**config.mk**
```make
export PLATFORM = sky130hd
export DESIGN_NAME = stream_mux_arb
export DESIGN_NICKNAME = d
export VERILOG_FILES = /design/src/rtl/stream_mux_arb_pkg.sv /design/src/rtl/stream_mux_arb_rr_pick.sv /design/src/rtl/stream_mux_arb.sv
export SDC_FILE = /design/constraint.sdc
export NUM_CORES = 1
export LEC_CHECK = 0
export ABC_CLOCK_PERIOD_IN_PS = 9000
export BUFFER_PORTS_ARGS = -buffer_cell sky130_fd_sc_hd__buf_2
export CAP_MARGIN = 20
export CORE_ASPECT_RATIO = 0.7
export CORE_MARGIN = 2
export CORE_UTILIZATION = 46
export DETAILED_ROUTE_END_ITERATION = 8
export PLACE_DENSITY = 0.85
export SYNTH_ARGS = -nofsm -noshare
export SYNTH_HDL_FRONTEND = slang
export SYNTH_SLANG_ARGS = --single-unit
export TNS_END_PERCENT = 30
```
**constraint.sdc**
```tcl
create_clock -name clk -period 9 [get_ports clk]
set_input_delay 1.35 -clock clk [delete_from_list [all_inputs] [get_ports clk]]
set_output_delay 1.35 -clock clk [all_outputs]
set_load 0.005 [all_outputs]
```
**src/rtl/stream_mux_arb_pkg.sv**
```systemverilog
// Shared constants and helpers for the stream_mux_arb slice: mode encodings
// and a minimum-1 ceiling-log2 used to size channel indices.
package stream_mux_arb_pkg;

  localparam logic MODE_FIXED = 1'b0;
  localparam logic MODE_RR    = 1'b1;

  function automatic int clog2_min1(input int n);
    int r;
    r = 32'sd0;
    for (int i = 32'sd0; i < 32'sd31; i++) begin
      if ((32'sd1 << i) < n) begin
        r = i + 32'sd1;
      end
    end
    return (r < 32'sd1) ? 32'sd1 : r;
  endfunction

endpackage

```
**src/rtl/stream_mux_arb_rr_pick.sv**
```systemverilog
// Round-robin picker: returns the first requesting channel after base,
// scanning base+1, base+2, ... modulo N.
module rr_pick #(
  parameter int N  = 4,
  parameter int SW = 2
) (
  input  logic [N-1:0]  req,
  input  logic [SW-1:0] base,
  output logic [SW-1:0] gnt,
  output logic          gnt_vld
);

  // Smallest circular distance from base wins; distance 0 is base+1.
  always_comb begin
    int   d_s;
    int   best_s;
    logic take_s;
    d_s     = 32'sd0;
    best_s  = N;
    take_s  = 1'b0;
    gnt     = '0;
    for (int c = 0; c < N; c++) begin
      d_s    = (c > int'(base)) ? (c - int'(base) - 32'sd1)
                                : (c + N - int'(base) - 32'sd1);
      take_s = req[c] && (d_s < best_s);
      best_s = take_s ? d_s : best_s;
      gnt    = take_s ? SW'(c) : gnt;
    end
    gnt_vld = |req;
  end

endmodule

```
**src/rtl/stream_mux_arb.sv**
```systemverilog
// N-to-1 valid/ready stream mux with one registered output stage, fixed or
// round-robin selection. Packet lock is built only with STREAM_MUX_LOCK_EN.
module stream_mux_arb
  import stream_mux_arb_pkg::*;
#(
  parameter int N  = 4,
  parameter int W  = 32,
  parameter int SW = clog2_min1(N)
) (
  input  logic            clk,
  input  logic            rst,
  input  logic            mode,
  input  logic [SW-1:0]   s,
  input  logic [N-1:0]    in_valid,
  input  logic [N*W-1:0]  in_data,
  output logic [N-1:0]    in_ready,
  output logic            out_valid,
  output logic [W-1:0]    out_data,
  output logic [SW-1:0]   out_ch,
  input  logic            out_ready
`ifdef STREAM_MUX_LOCK_EN
  ,
  input  logic [N-1:0]    in_last,
  output logic            out_last
`endif
);

  localparam logic [N-1:0] ONE_HOT0 = {{(N-1){1'b0}}, 1'b1};

  logic [W-1:0]  ch_data_s [N];
  logic          load_s;
  logic          lock_s;
  logic [SW-1:0] gnt_s;
  logic          gnt_vld_s;
  logic [SW-1:0] rr_gnt_s;
  logic          rr_vld_s;
  logic          out_valid_r;
  logic [W-1:0]  out_data_r;
  logic [SW-1:0] out_ch_r;
  logic [SW-1:0] rr_ptr_r;

  for (genvar i = 0; i < N; i++) begin : g_ch
    assign ch_data_s[i] = in_data[i*W +: W];
  end

  rr_pick #(.N(N), .SW(SW)) u_rr_pick (
    .req     (in_valid),
    .base    (rr_ptr_r),
    .gnt     (rr_gnt_s),
    .gnt_vld (rr_vld_s)
  );

  assign load_s = ~out_valid_r | out_ready;

  // Grant source: a locked packet owns the mux, otherwise mode decides.
  // Shifting a one-hot by s>=N yields zero, so out-of-range s never grants.
  always_comb begin
    gnt_s     = rr_gnt_s;
    gnt_vld_s = rr_vld_s;
    if (lock_s) begin
      gnt_s     = out_ch_r;
      gnt_vld_s = |(in_valid & (ONE_HOT0 << out_ch_r));
    end else begin
      case (mode)
        MODE_FIXED: begin
          gnt_s     = s;
          gnt_vld_s = |(in_valid & (ONE_HOT0 << s));
        end
        MODE_RR: begin
          gnt_s     = rr_gnt_s;
          gnt_vld_s = rr_vld_s;
        end
        default: begin
          gnt_s     = '0;
          gnt_vld_s = 1'b0;
        end
      endcase
    end
  end

  assign in_ready = {N{load_s & gnt_vld_s & ~rst}} & (ONE_HOT0 << gnt_s);

  // Output stage and round-robin pointer; everything holds while stalled.
  always_ff @(posedge clk) begin
    if (rst) begin
      out_valid_r <= 1'b0;
      out_data_r  <= '0;
      out_ch_r    <= '0;
      rr_ptr_r    <= SW'(N - 1);
    end else if (load_s) begin
      if (gnt_vld_s) begin
        out_valid_r <= 1'b1;
        out_data_r  <= ch_data_s[gnt_s];
        out_ch_r    <= gnt_s;
        rr_ptr_r    <= gnt_s;
      end else begin
        out_valid_r <= 1'b0;
      end
    end
  end

  assign out_valid = out_valid_r;
  assign out_data  = out_data_r;
  assign out_ch    = out_ch_r;

`ifdef STREAM_MUX_LOCK_EN
  logic lock_r;
  logic out_last_r;
  logic last_s;

  assign last_s = |(in_last & (ONE_HOT0 << gnt_s));

  // Lock engages after any non-final word and releases on the final one.
  always_ff @(posedge clk) begin
    if (rst) begin
      lock_r     <= 1'b0;
      out_last_r <= 1'b0;
    end else if (load_s && gnt_vld_s) begin
      lock_r     <= ~last_s;
      out_last_r <= last_s;
    end
  end

  assign lock_s   = lock_r;
  assign out_last = out_last_r;
`else
  assign lock_s = 1'b0;
`endif

endmodule
```
==> summary.log <==
[logic_synthesis] cell types with the largest area share after synthesis sky130_fd_sc_hd__dfxtp_1 22%, sky130_fd_sc_hd__mux2i_1 18%, sky130_fd_sc_hd__ha_1 14%, sky130_fd_sc_hd__o221ai_1 6.6%, sky130_fd_sc_hd__a211oi_1 4.7%
[sta] number of hold-slack violations in the final timing report 0
[min_path] path class of the lowest-slack min-delay path reg -> reg
[detailed_routing] Avg Vias per Cell 5.64
[worst_setup_path] Max stage delay on crit path 450 ps
[floorplan] overall die area 7950 sq um
[logic_synthesis] Post-Synthesis Cell Area 3330 sq um
[pwr] switching power 0.304 mW
[placement] worst setup slack after placement 195 ps
[detailed_routing] Routed Wire Length 11.1 mm
[worst_setup_path] launch point of the worst path in_valid[0]
[sta] fin crit period 8620 ps
[pwr] total leakage power 2.34 nW
[detailed_routing] router iterations before antenna repair 5
[pwr] internal power contribution 0.435 mW
[clock_tree] clock net sink count 37
[floorplan] row cnt 25
[sta] final worst-path cycle share 0.958
[logic_synthesis] cells after synthesis 387
[placement] final RePlAce weighted congestion 0.959
[layout] number of filler cells placed in the layout 592
[worst_setup_path] internal reg-to-reg setup slack 1170 ps
[pwr] proportion of power drawn by combinational gates 0.551
[sta] final-layout worst hold slack 462 ps
[flow_run] max-cap check violation count 0
[floorplan] core region area 6880 sq um
[placement] post-DP HPWL 9.01 mm
[clock_tree] buffer type at the clock tree root sky130_fd_sc_hd__clkbuf_8
[detailed_routing] routed length per placed instance 16.7 um
[worst_setup_path] Top cell by count, worst path sky130_fd_sc_hd__ha_1
[clock_tree] later-pin clock latency in the skew report 290 ps
[sta] unrepaired setup endpoints after global routing no
[worst_setup_path] slowest library cell on the worst path sky130_fd_sc_hd__o311ai_4
[worst_setup_path] Crit Path Max Fanout 7
[worst_setup_path] CP bufs+invs 4
[clock_tree] number of CTS-inserted buffers 5
[global_routing] via count of the first global-routing pass 3494
[global_routing] largest net degree at the start of global routing 35
[layout] antenna diode instance count 0
[sta] accumulated negative setup slack 0 ps
[detailed_routing] number of design rule violations left after detail routing 0
[layout] synth-to-layout area growth 35.8%
[detailed_routing] number of antenna-violating nets in the routed design 0
[pwr] share of power burned in the clock network 0.161
[pwr] VDD IR max 0.000102 V
[worst_setup_path] Worst Setup Path Type in -> out
[floorplan] height of the die 75.2 um
[global_routing] combined global-route utilization of all metal layers 0.259
[clock_tree] CTS tree yes
[clock_tree] # hold bufs at CTS 0
[worst_setup_path] startpoint types primary input
[global_routing] wire length of the first global-routing pass 16.4 mm
[clock_tree] Worst-path clk slew 70 ps
[sta] slew at the pin closest to its max-slew limit 653 ps
[pwr] power density over the cells 163 nW/um^2
[logic_synthesis] distinct cell type count after synthesis 49
[placement] IO buf count 176
[placement] Post-Place Cells 653
[layout] utilization after layout 0.657
[sta] final max-slew violation count 0
[clock_tree] largest buffer count on any clock path 2
[sta] final worst slack 378 ps
[clock_tree] H-Tree Level Count 2
[layout] non-filler cells, final 666
[layout] share of layout cells above drive strength 1 0.383
[worst_setup_path] CP Capture Type primary output
[logic_synthesis] EDFF count, synth 0
[detailed_routing] total via count after detailed routing 3754
[logic_synthesis] Avg Synthesized Cell Area 8.60 sq um
[logic_synthesis] register area share after synthesis 0.222
[global_routing] total overflow reported by the global router 0
[floorplan] Die Width 106 um
[global_routing] antenna violations before repair 0
[worst_setup_path] critical path capture point in_ready[3]
[logic_synthesis] proportion of register bits with asynchronous set or reset after synthesis 0
[floorplan] IO Pins 177
[logic_synthesis] most common cell in the synthesized netlist sky130_fd_sc_hd__mux2i_1
[worst_setup_path] total stage count of the critical path 28
[sta] Fmax 116 MHz
[logic_synthesis] top cell type by total area after synthesis sky130_fd_sc_hd__dfxtp_1
[sta] endpoints failing setup 0
[outcome] result of the run completed
[logic_synthesis] Primary FF master, synth sky130_fd_sc_hd__dfxtp_1
[worst_setup_path] Worst Reg2Reg Path Length in Cells 30
[logic_synthesis] #FFs+latches synth 37
[worst_setup_path] crit path DAT 7270 ps
[floorplan] starting density of the core 0.484
[worst_setup_path] CP top delay family compound AO/OA/AOI/OAI gates
[layout] final layout net count 746
[pwr] Switching Share 0.411
[detailed_routing] DRC violation total after the first TritonRoute iteration 155
[logic_synthesis] area fraction of the dominant cell type after synthesis 0.222
[worst_setup_path] Critical R2R Launch rr_ptr_r[0]
[sta] worst slew slack as a fraction of its limit 0.553
[worst_setup_path] Worst Path Required 7650 ps
[pwr] Reg power frac 0.288
[logic_synthesis] most frequent cells after synthesis 59 x sky130_fd_sc_hd__mux2i_1, 37 x sky130_fd_sc_hd__dfxtp_1, 37 x sky130_fd_sc_hd__ha_1, 36 x sky130_fd_sc_hd__nand2_1, 25 x sky130_fd_sc_hd__o221ai_1
[sta] clock tree skew after final layout 12.0 ps
[worst_setup_path] endpoint of the worst register-to-register path out_data[23]
[logic_synthesis] number of warning messages in the yosys log 0
## cells in the final DEF (no fill, tap or decap), types with 4 or more instances in the layout
| master | instances |
|---|---|
| sky130_fd_sc_hd__dfxtp_1 | 35 |
| sky130_fd_sc_hd__o221ai_1 | 25 |
| sky130_fd_sc_hd__inv_1 | 22 |
| sky130_fd_sc_hd__nor2b_1 | 6 |
| sky130_fd_sc_hd__clkbuf_8 | 5 |
| sky130_fd_sc_hd__buf_4 | 13 |
| sky130_fd_sc_hd__ha_1 | 37 |
| sky130_fd_sc_hd__buf_2 | 176 |
| sky130_fd_sc_hd__o21ai_0 | 20 |
| sky130_fd_sc_hd__conb_1 | 11 |
| sky130_fd_sc_hd__a211oi_1 | 21 |
| sky130_fd_sc_hd__a21o_1 | 7 |
| sky130_fd_sc_hd__mux2i_1 | 59 |
| sky130_fd_sc_hd__a21oi_1 | 13 |
| sky130_fd_sc_hd__nand2_1 | 35 |
| sky130_fd_sc_hd__nand3_1 | 4 |
| sky130_fd_sc_hd__and3_1 | 4 |
| sky130_fd_sc_hd__nor2_1 | 21 |
## what timing repair did
| action | in CTS | in global routing |
|---|---|---|
| resized for setup | 0 | 14 |
| endpoints found under the setup margin | 0 | 4 |
| buffers inserted | 0 | 4 |
## logic make-up (layout without fill, tap and decap cells)
| group | after synthesis | in the layout | synth area share |
|---|---|---|---|
| adder cells (fa/ha/maj) | 37 | 37 | 0.139 |
| other | 2 | 11 | 0.00226 |
| XOR/XNOR | 3 | 3 | 0.00789 |
| flip-flops | 37 | 37 | 0.222 |
| AO/OA/AOI/OAI | 115 | 115 | 0.256 |
| multiplexers | 63 | 64 | 0.195 |
| AND/OR/NAND/NOR | 85 | 85 | 0.116 |
| buffers and inverters | 45 | 220 | 0.0609 |
## worst min-delay path by stage
stage                   end  cells past startpoint    startpoint
2_1_floorplan   out_data[0]                      2   out_data[0]
3_3_place_gp   out_data[26]                      2  out_data[26]
3_5_place_dp    out_data[0]                      2   out_data[0]
4_1_cts         out_data[0]                      2   out_data[0]
5_1_grt         out_data[0]                      2   out_data[0]
6_report       out_data[14]                      2  out_data[14]
## layer usage
metal | share of wire | GRT usage | vias up
li1 | - | - | 1820
met1 | 0.42 | 0.339 | 1745
met2 | 0.50 | 0.439 | 177
met3 | 0.067 | 0.0519 | 12
met4 | 0.010 | 0.0819 | 0
met5 | 0 | 0 | -
## power by group through the flow
stage                     clock network [mW]  registers (mW)  logic (mW)
after global routing                   0.127           0.216       0.443
after CTS                              0.120           0.211       0.375
after global placement                     0           0.213       0.362
after floorplan                            0           0.215       0.255
after detailed placement                   0           0.214       0.374
final                                  0.119           0.213       0.407
## stage by stage
| step | power, mW | area [sq um] |
|---|---|---|
| global placement | 0.575 | 4320 |
| finish | 0.738 | 4520 |
| floorplan | 0.470 | 3360 |
| detailed placement | 0.588 | 4320 |
| global route | 0.786 | 4520 |
| CTS | 0.706 | 4410 |
## registers in the layout, indices dropped and copies added (netlist names)
register,flops
out_ch,2
out_valid,1
rr_ptr_r,2
out_data,32
## final cells by class
cell class              instances  area (sq um)  share of cell area
clock buffers                   5          68.8              0.0152
clock inverters                 3          21.3             0.00471
inverters                      23          90.1              0.0199
multi-input cells             315          2500               0.553
flip-flops and latches         37           746               0.165
well taps                      94           118              0.0260
repair buffers                189           978               0.216
## worst min-delay path, cell delays in order, from the launching register on
cell                       delay, ps
sky130_fd_sc_hd__dfxtp_1         320
sky130_fd_sc_hd__nand2_1          50
sky130_fd_sc_hd__o221ai_1         60
Note: power is estimated with default switching activity, not from simulation.
